`config.mk`:
```
export PLATFORM = sky130hd
export DESIGN_NAME = pc_fetch_sequencer_flat
export DESIGN_NICKNAME = d
export VERILOG_FILES = /design/src/rtl/pc_fetch_sequencer_if.sv /design/src/rtl/pc_fetch_sequencer.sv /design/src/flat_wrapper.sv
export SDC_FILE = /design/constraint.sdc
export NUM_CORES = 1
export LEC_CHECK = 0
export ABC_AREA = 1
export BUFFER_PORTS_ARGS = -buffer_cell sky130_fd_sc_hd__buf_2
export CAP_MARGIN = 20
export CELL_PAD_IN_SITES_DETAIL_PLACEMENT = 2
export CELL_PAD_IN_SITES_GLOBAL_PLACEMENT = 2
export CORE_AREA = 2 2 152 154
export CTS_CLUSTER_DIAMETER = 60
export DETAILED_ROUTE_END_ITERATION = 8
export DIE_AREA = 0 0 154 156
export PLACE_DENSITY_LB_ADDON = 0.1
export SLEW_MARGIN = 20
export SYNTH_ARGS = -nofsm -noshare
export SYNTH_HDL_FRONTEND = slang
export SYNTH_SLANG_ARGS = --single-unit
```
`constraint.sdc`:
```
create_clock -name clk -period 2.7 [get_ports clk]
set_input_delay 0.405 -clock clk [delete_from_list [all_inputs] [get_ports clk]]
set_output_delay 0.405 -clock clk [all_outputs]
set_load 0.01 [all_outputs]
```
`src/rtl/pc_fetch_sequencer_if.sv`:
```
// rtl/pc_fetch_sequencer_if.sv - instruction memory req/ack fetch interface
interface pc_fetch_sequencer_if #(
    parameter int DATA_WIDTH = 32
);
    logic                  Imem_Req_o;
    logic [DATA_WIDTH-1:0] Imem_Addr_o;
    logic                  Imem_Ack_i;
    logic [DATA_WIDTH-1:0] Instr_i;

    modport master (
        output Imem_Req_o,
        output Imem_Addr_o,
        input  Imem_Ack_i,
        input  Instr_i
    );

    modport slave (
        input  Imem_Req_o,
        input  Imem_Addr_o,
        output Imem_Ack_i,
        output Instr_i
    );
endinterface

```
`src/rtl/pc_fetch_sequencer.sv`:
```
// rtl/pc_fetch_sequencer.sv - PC register, fetch handshake and next-PC selection with misalignment trap
module pc_fetch_sequencer #(
    parameter int                    DATA_WIDTH   = 32,
    parameter logic [DATA_WIDTH-1:0] RESET_VECTOR = 32'h0040_0000
) (
    input  logic                  clk,
    input  logic                  reset,
    input  logic                  Branch_Flag_i,
    input  logic                  Jalr_i,
    input  logic [DATA_WIDTH-1:0] Branch_Target_i,
    input  logic [DATA_WIDTH-1:0] Jalr_Target_i,
    input  logic                  Stall_i,
    pc_fetch_sequencer_if.master  imem,
    output logic [DATA_WIDTH-1:0] Instr_o,
    output logic                  Instr_Valid_o,
    output logic [DATA_WIDTH-1:0] PC_o,
    output logic [DATA_WIDTH-1:0] PC_Plus_4_o,
    output logic                  Misaligned_o,
    output logic [DATA_WIDTH-1:0] Misaligned_Addr_o
);
    localparam logic [DATA_WIDTH-1:0] NOP = DATA_WIDTH'(32'h0000_0013);

    typedef enum logic [1:0] {BOOT, REQ, EXEC, TRAP} state_t;

    state_t                state, state_n;
    logic [DATA_WIDTH-1:0] pc, pc_n;
    logic [DATA_WIDTH-1:0] instr, instr_n;
    logic                  mis, mis_n;
    logic [DATA_WIDTH-1:0] mis_addr, mis_addr_n;
    logic [DATA_WIDTH-1:0] pc_plus_4;
    logic [DATA_WIDTH-1:0] next_pc;

    assign pc_plus_4 = pc + DATA_WIDTH'(4);

    always_ff @(posedge clk) begin
        if (reset) begin
            state    <= BOOT;
            pc       <= RESET_VECTOR;
            instr    <= NOP;
            mis      <= 1'b0;
            mis_addr <= '0;
        end else begin
            state    <= state_n;
            pc       <= pc_n;
            instr    <= instr_n;
            mis      <= mis_n;
            mis_addr <= mis_addr_n;
        end
    end

    always_comb begin
        state_n    = state;
        pc_n       = pc;
        instr_n    = instr;
        mis_n      = mis;
        mis_addr_n = mis_addr;
        next_pc    = pc_plus_4;

        // JALR beats a plain branch target; its bit 0 is always dropped.
        if (Branch_Flag_i && Jalr_i)
            next_pc = {Jalr_Target_i[DATA_WIDTH-1:1], 1'b0};
        else if (Branch_Flag_i)
            next_pc = Branch_Target_i;

        case (state)
            BOOT: state_n = REQ;
            REQ: begin
                if (imem.Imem_Ack_i) begin
                    instr_n = imem.Instr_i;
                    state_n = EXEC;
                end
            end
            EXEC: begin
                if (!Stall_i) begin
                    if (next_pc[1:0] == 2'b00) begin
                        pc_n    = next_pc;
                        state_n = REQ;
                    end else begin
                        mis_n      = 1'b1;
                        mis_addr_n = next_pc;
                        state_n    = TRAP;
                    end
                end
            end
            TRAP: state_n = TRAP;
            default: state_n = BOOT;
        endcase
    end

    assign imem.Imem_Req_o   = (state == REQ);
    assign imem.Imem_Addr_o  = pc;
    assign Instr_o           = instr;
    assign Instr_Valid_o     = (state == EXEC);
    assign PC_o              = pc;
    assign PC_Plus_4_o       = pc_plus_4;
    assign Misaligned_o      = mis;
    assign Misaligned_Addr_o = mis_addr;
endmodule

```
`src/flat_wrapper.sv`:
```
// flat-port wrapper written by rule: the top's interface ports become plain ports
module pc_fetch_sequencer_flat 
#(
    parameter int                    DATA_WIDTH   = 32,
    parameter logic [DATA_WIDTH-1:0] RESET_VECTOR = 32'h0040_0000
)
  (clk, reset, Branch_Flag_i, Jalr_i, Branch_Target_i, Jalr_Target_i, Stall_i, Instr_o, Instr_Valid_o, PC_o, PC_Plus_4_o, Misaligned_o, Misaligned_Addr_o, imem_Imem_Req_o, imem_Imem_Addr_o, imem_Imem_Ack_i, imem_Instr_i);
  pc_fetch_sequencer_if #(.DATA_WIDTH(DATA_WIDTH)) imem_i ();
  input  logic clk;
  input  logic reset;
  input  logic Branch_Flag_i;
  input  logic Jalr_i;
  input  logic [DATA_WIDTH-1:0] Branch_Target_i;
  input  logic [DATA_WIDTH-1:0] Jalr_Target_i;
  input  logic Stall_i;
  output logic [DATA_WIDTH-1:0] Instr_o;
  output logic Instr_Valid_o;
  output logic [DATA_WIDTH-1:0] PC_o;
  output logic [DATA_WIDTH-1:0] PC_Plus_4_o;
  output logic Misaligned_o;
  output logic [DATA_WIDTH-1:0] Misaligned_Addr_o;
  output wire logic [$bits(imem_i.Imem_Req_o)-1:0] imem_Imem_Req_o;
  output wire logic [$bits(imem_i.Imem_Addr_o)-1:0] imem_Imem_Addr_o;
  input wire logic [$bits(imem_i.Imem_Ack_i)-1:0] imem_Imem_Ack_i;
  input wire logic [$bits(imem_i.Instr_i)-1:0] imem_Instr_i;
  assign imem_Imem_Req_o = imem_i.Imem_Req_o;
  assign imem_Imem_Addr_o = imem_i.Imem_Addr_o;
  assign imem_i.Imem_Ack_i = imem_Imem_Ack_i;
  assign imem_i.Instr_i = imem_Instr_i;
  pc_fetch_sequencer #(.DATA_WIDTH(DATA_WIDTH), .RESET_VECTOR(RESET_VECTOR)) u_core (.clk(clk), .reset(reset), .Branch_Flag_i(Branch_Flag_i), .Jalr_i(Jalr_i), .Branch_Target_i(Branch_Target_i), .Jalr_Target_i(Jalr_Target_i), .Stall_i(Stall_i), .imem(imem_i), .Instr_o(Instr_o), .Instr_Valid_o(Instr_Valid_o), .PC_o(PC_o), .PC_Plus_4_o(PC_Plus_4_o), .Misaligned_o(Misaligned_o), .Misaligned_Addr_o(Misaligned_Addr_o));
endmodule
```
Yosys cells after proc, flatten, opt, wreduce, memory -nomap -nowiden
Index checks and enable logic that the tools add are counted.
Operators by class
  multiply operators: 0
  add/sub/neg operators: 1
  shift operators: 0
  reduce and logical (&&, ||, !) cells: 7
  divide/modulo/power cells: 0
  bitwise gates (word level): 2
  $lt $le $gt $ge: 0
  muxes and demuxes: 6
  equal/unequal tests: 5
Operators with widths (count)
  two-way mux 32 bit: 2
  adder 32 x 3 -> 32 bit (second input constant): 1
  case mux 2 bit (4 select lines): 1
  two-way mux 2 bit: 3
  AND reduction 3 bit: 2
  equality test 2 bit (second input constant): 2
  zero test 2 bit: 2
  AND reduction 2 bit: 2
  equality test 2 x 1 -> 1 bit (second input constant): 1
  inequality test 2 x 1 -> 1 bit (second input constant): 1
  inequality test 2 bit (second input constant): 1
  NOT 1 bit: 2
  logical AND 1 bit: 1
Word-level totals
  bits in read-only memories: 0
  memories kept: 0
  output and inout port bits: 163
  register bits: 99
  memory bits (writable): 0
  bits of input ports: 102
  bits in latches: 0

Depth between registers and ports, before layout
  word-level depth: 7
  gate-level depth with buffers: 15
  depth with buffers taken out: 13

Worst setup path before layout
Ideal clock, no wire load.
  path type: register to output
  start: register u_core.pc[3], in the netlist u_core.PC_o[3]
  end: output port PC_Plus_4_o[18]
  cell stages (with the launch flop): 7
  required time: 2295 ps
  arrival time: 1375 ps
  buffers on the path: 0
  path slack: 920 ps
  cell sequence: dfxtp_1 > ha_1 > nand2_1 > nor2_1 > nand2_2 > nor2_1 > xor2_1
On the way
  word-level cells in the longest chain between the ends: 1
RTL lines
  from (decl): line pc_fetch_sequencer.sv:26  | logic [DATA_WIDTH-1:0] pc, pc_n;
  from (signal assigned): line pc_fetch_sequencer.sv:44  | pc <= pc_n;
  adder 32 x 3 -> 32 bit: line pc_fetch_sequencer.sv:33  | assign pc_plus_4 = pc + DATA_WIDTH'(4);
  to (decl): line flat_wrapper.sv:19  | output logic [DATA_WIDTH-1:0] PC_Plus_4_o;
Every way passes these cells.

Worst setup path after layout
  start: register u_core.pc[3], in the netlist u_core.PC_o[3]
  end: output port PC_Plus_4_o[20]
Same word-level chain as after synthesis.

==> results.md <==
| Item | Reported | Unit |
|:---|:---|:---|
| Number of synthesized flops with an enable pin | 0 | - |
| Die extent in y | 156 | um |
| Sequential area share after synthesis | 36.1 | % |
| Clock transition at path regs | 0.08 | ns |
| Critical path class | reg2out | - |
| Clock network fraction of total power | 39.2 | % |
| Area contributors post-synth | sky130_fd_sc_hd__dfxtp_1 36%, sky130_fd_sc_hd__nand2_1 13%, sky130_fd_sc_hd__nor2_1 11%, sky130_fd_sc_hd__inv_1 6.8%, sky130_fd_sc_hd__nand3_1 6.1% | - |
| Largest net degree at the start of global routing | 43 | - |
| Critical path fanouts, max | 5 | - |
| Global Route Usage Sum | 18.6 | % |
| Setup-failing EPs final | 0 | - |
| Depth of the worst register-to-register path | 9 | - |
| Slowest cell delay on critical path | 0.42 | ns |
| Maximum operating frequency | 393 | MHz |
| Final routed wirelength across all metal layers | 22200 | um |
| Transition time at the pin with the least slew margin | 0.581 | ns |
| Core region area | 0.0224 | mm^2 |
| Count of unresolved DRC violations after routing | 0 | - |
| Clock buffers created by TritonCTS | 9 | - |
| Total Die Area | 0.0240 | mm^2 |
| Cell-by-cell trace of the critical path | ha_1, nand2_1, nor2_1, nand3b_1, nor2_1, nand2_1, and2_1, buf_2 | - |
| # IOs | 265 | - |
| Net Count, Synth | 945 | - |
| Slowest stage cell on the critical path | sky130_fd_sc_hd__dfxtp_1 | - |
| Mean cell area of the mapped netlist | 6.51 | um^2 |
| Net count of the finished layout | 1159 | - |
| Antenna Cells | 0 | - |
| Cell Int Power | 2.40 | mW |
| Register-to-register setup slack | 0.73 | ns |
| Multiplexer share of the synthesized area | 0 | % |
| Gr ovfl total | 0 | - |
| Crit Reg-Reg Startpoint | u_core.PC_o[3]$_SDFFE_PP0P_ | - |
| Gate power share | 14.8 | % |
| Hold_sp | imem_Instr_i[4] | - |
| Result of the run | completed | - |
| Max-slew headroom | 61.2 | % |
| Portion of synthesized cell area occupied by the leading cell type | 36.1 | % |
| Net switching fraction of the power | 30.1 | % |
| Maximum clock skew at final layout | 0.00911 | ns |
| Source-to-sink clock delay at the later pin of the worst-skew pair | 0.35 | ns |
| Hold Path Class | in2reg | - |
| Part of the power in registers | 46.0 | % |
| Main combinational cell family by area after synthesis | simple AND/OR/NAND/NOR gates | - |
| Commonest cells post-synth | 191 x sky130_fd_sc_hd__nand2_1, 160 x sky130_fd_sc_hd__nor2_1, 100 x sky130_fd_sc_hd__inv_1, 99 x sky130_fd_sc_hd__dfxtp_1, 67 x sky130_fd_sc_hd__nand3_1 | - |
| Wire length per cell after detailed routing | 16.5 | um |
| Wire length of the first global-routing pass | 35300 | um |
| PwrDens | 484 | mW/mm^2 |
| Number of H-tree levels | 3 | - |
| Hold Path Depth | 3 | - |
| Shortest period the worst path allows | 2.54 | ns |
| Vias/cell | 4.49 | - |
| Buffers and inverters on the worst path | 1 | - |
| Total of warnings raised by yosys | 0 | - |
| Switching power | 1.03 | mW |
| Hold Violations, Final | 0 | - |
| Std-Cell Rows | 55 | - |
| Starting density of the core | 24.5 | % |
| Number of pins with negative max-slew slack in the final report | 0 | - |
| First-pass iteration count of the detailed router | 4 | - |
| Die width | 154 | um |
| Area leader, netlist | sky130_fd_sc_hd__dfxtp_1 | - |
| Post-synthesis adder-cell area fraction | 0.228 | % |
| Area growth from synthesis to layout | 29.4 | % |
| Most used standard cell by instance count after synthesis | sky130_fd_sc_hd__nand2_1 | - |
| CP top delay family | simple AND/OR/NAND/NOR gates | - |
| Netlist area before placement | 0.00548 | mm^2 |
| Post-Route Hold Slack | 0.263 | ns |
| Unique cell type count in the Yosys netlist | 29 | - |
| Crit path DAT | 2.14 | ns |
| Number of buffers inserted by hold repair at cts | 0 | - |
| Unrepaired setup endpoints after global routing | no | - |
| Post-Synthesis Cells | 842 | - |
| Via count of the first global-routing pass | 6555 | - |
| Fraction of layout cells with a size suffix above 1 | 30.3 | % |
| Post-synthesis share of cell area spent on and, or, nand and nor gates | 33.8 | % |
| Max Cap Violations | 0 | - |
| Total via count in the routed design | 6042 | - |
| Worst-case hold path end point | u_core.Instr_o[4]$_SDFFE_PP1P_ | - |
| Worst voltage drop across the vdd grid | 0.000339 | V |
| Setup crit end kind | output pin | - |
| Violation count after the first detailed-routing iteration | 126 | - |
| Crit start category | register | - |
| Global placer's final weighted congestion | 0.771 | - |
| Reg-to-reg critical path endpoint | u_core.Misaligned_Addr_o[8]$_SDFFE_PP0P_ | - |
| Xor and xnor area share after synthesis | 2.81 | % |
| Root buffer selected by CTS | sky130_fd_sc_hd__clkbuf_16 | - |
| Count of antenna-violating nets left after detailed routing | 0 | - |
| Post-DP HPWL | 16800 | um |
| CTS tree | built | - |
| Flip-flop and latch count after synthesis | 99 | - |
| CP required | 2.30 | ns |
| CTS Buffer Depth | 2 | - |
| Total number of clock tree sinks | 99 | - |
| Initial antenna violation count | 0 | - |
| Final sum of negative setup slack | 0 | ns |
| Number of I/O port buffers | 263 | - |
| Fraction of the mapped netlist area in compound gates | 11.4 | % |
| Reported leakage power | 3.81 | nW |
| Synth async-reset ratio | 0 | % |
| Period Utilization, post-route | 94.2 | % |
| Main flop type after synthesis | sky130_fd_sc_hd__dfxtp_1 | - |
## layer usage
| layer | up-vias | global-route usage (%) | part of all wire [%] |
|---|---|---|---|
| met5 | - | 0 | 0 |
| met4 | 0 | 3.83 | 1.3 |
| met3 | 13 | 5.78 | 6.8 |
| met2 | 146 | 34.2 | 50 |
| met1 | 2895 | 21.3 | 42 |
| li1 | 2988 | - | - |
## cells in the final DEF (no fill, tap or decap)
cell                         netlist  layout
sky130_fd_sc_hd__a21oi_1          28      28
sky130_fd_sc_hd__a22o_1           21      21
sky130_fd_sc_hd__a31oi_1           1       1
sky130_fd_sc_hd__and2_1            2       2
sky130_fd_sc_hd__buf_2             5     263
sky130_fd_sc_hd__buf_4            38      12
sky130_fd_sc_hd__clkbuf_16         0       9
sky130_fd_sc_hd__clkbuf_8          0       1
sky130_fd_sc_hd__clkinv_4          0       2
sky130_fd_sc_hd__clkinvlp_4        0       1
sky130_fd_sc_hd__dfxtp_1          99      99
sky130_fd_sc_hd__ha_1              1       1
sky130_fd_sc_hd__inv_1           100      99
sky130_fd_sc_hd__inv_2             8       9
sky130_fd_sc_hd__inv_6             0       1
sky130_fd_sc_hd__inv_8             0       2
sky130_fd_sc_hd__nand2_1         191     191
sky130_fd_sc_hd__nand2_2           2       2
sky130_fd_sc_hd__nand2_4           4       4
sky130_fd_sc_hd__nand3_1          67      67
sky130_fd_sc_hd__nand3_2           1       1
sky130_fd_sc_hd__nand3b_1          3       3
sky130_fd_sc_hd__nor2_1          160     159
sky130_fd_sc_hd__nor2_2            5       6
sky130_fd_sc_hd__nor2_4            6       6
sky130_fd_sc_hd__o211ai_1          1       1
sky130_fd_sc_hd__o21a_1            5       5
sky130_fd_sc_hd__o21ai_0          45      44
sky130_fd_sc_hd__o21ai_1           5       6
sky130_fd_sc_hd__xnor2_1           4       4
sky130_fd_sc_hd__xor2_1            8       8
sky130_fd_sc_hd__xor2_2            3       3
## flip-flops by register name (all words and copies together), names as in the netlist
signal	cells
u_core.state	2
u_core.Instr_o	32
u_core.PC_o	32
u_core.Misaligned_o	1
u_core.Misaligned_Addr_o	32
## power groups by stage
stage	logic (mW)	clock network, mW	registers, mW
6_report	0.509	1.35	1.58
5_1_grt	0.576	1.46	1.59
4_1_cts	0.524	1.40	1.58
3_5_place_dp	0.522	0	1.61
3_3_place_gp	0.514	0	1.61
2_1_floorplan	0.261	0	1.63
## through the flow
step	std cells	total power, mW	instance area, um^2	utilization, %	setup slack (ns)
after floorplan	842	1.89	5480	-	0.920
after global placement	1330	2.12	6800	30.4	0.536
after detailed placement	1330	2.13	6800	30.4	0.522
after CTS	1346	3.51	7090	31.7	0.111
after global routing	1346	3.63	7090	31.7	0.0305
final	1346	3.43	7090	31.7	0.156
## worst register-to-register path, cell delays in order (launching register included)
cell and delay (ns):
sky130_fd_sc_hd__dfxtp_1 0.42, sky130_fd_sc_hd__ha_1 0.30, sky130_fd_sc_hd__nand3_2 0.14, sky130_fd_sc_hd__nor2_1 0.28
sky130_fd_sc_hd__buf_4 0.21, sky130_fd_sc_hd__xor2_1 0.22, sky130_fd_sc_hd__nand2_1 0.07, sky130_fd_sc_hd__nand3_1 0.08
sky130_fd_sc_hd__inv_1 0.06, sky130_fd_sc_hd__a21oi_1 0.12
## area by class of cell
cell class | count | area, um^2
clock inverters | 6 | 56.3
clock buffers | 10 | 239
inverters | 108 | 405
flip-flops and latches | 99 | 1980
repair buffers | 275 | 1410
multi-input cells | 563 | 2650
well taps | 285 | 357
fillers | 2851 | 15300
## worst max path at each step
stage | from | endpoint | slack, ns | depth (start not counted)
CTS | u_core.PC_o[3]$_SDFFE_PP0P_ | PC_Plus_4_o[20] | 0.11 | 7
global placement | u_core.PC_o[3]$_SDFFE_PP0P_ | PC_Plus_4_o[20] | 0.54 | 7
detailed placement | u_core.PC_o[3]$_SDFFE_PP0P_ | PC_Plus_4_o[20] | 0.52 | 7
finish | u_core.PC_o[3]$_SDFFE_PP0P_ | PC_Plus_4_o[20] | 0.16 | 8
floorplan | u_core.PC_o[3]$_SDFFE_PP0P_ | PC_Plus_4_o[18] | 0.92 | 6
global route | u_core.PC_o[3]$_SDFFE_PP0P_ | PC_Plus_4_o[20] | 0.03 | 7
## kinds of logic after synthesis
group	after synthesis
simple gates	441
buf+inv	180
compound gates	106
flops	99
xor+xnor	15
fa+ha+maj	1
## timing repair
item	CTS	global route
endpoints found under the hold margin	0	0
endpoints found under the setup margin	0	1
setup buffers	0	0
resized for setup	0	1
Note: power is estimated with default switching activity, not from simulation.
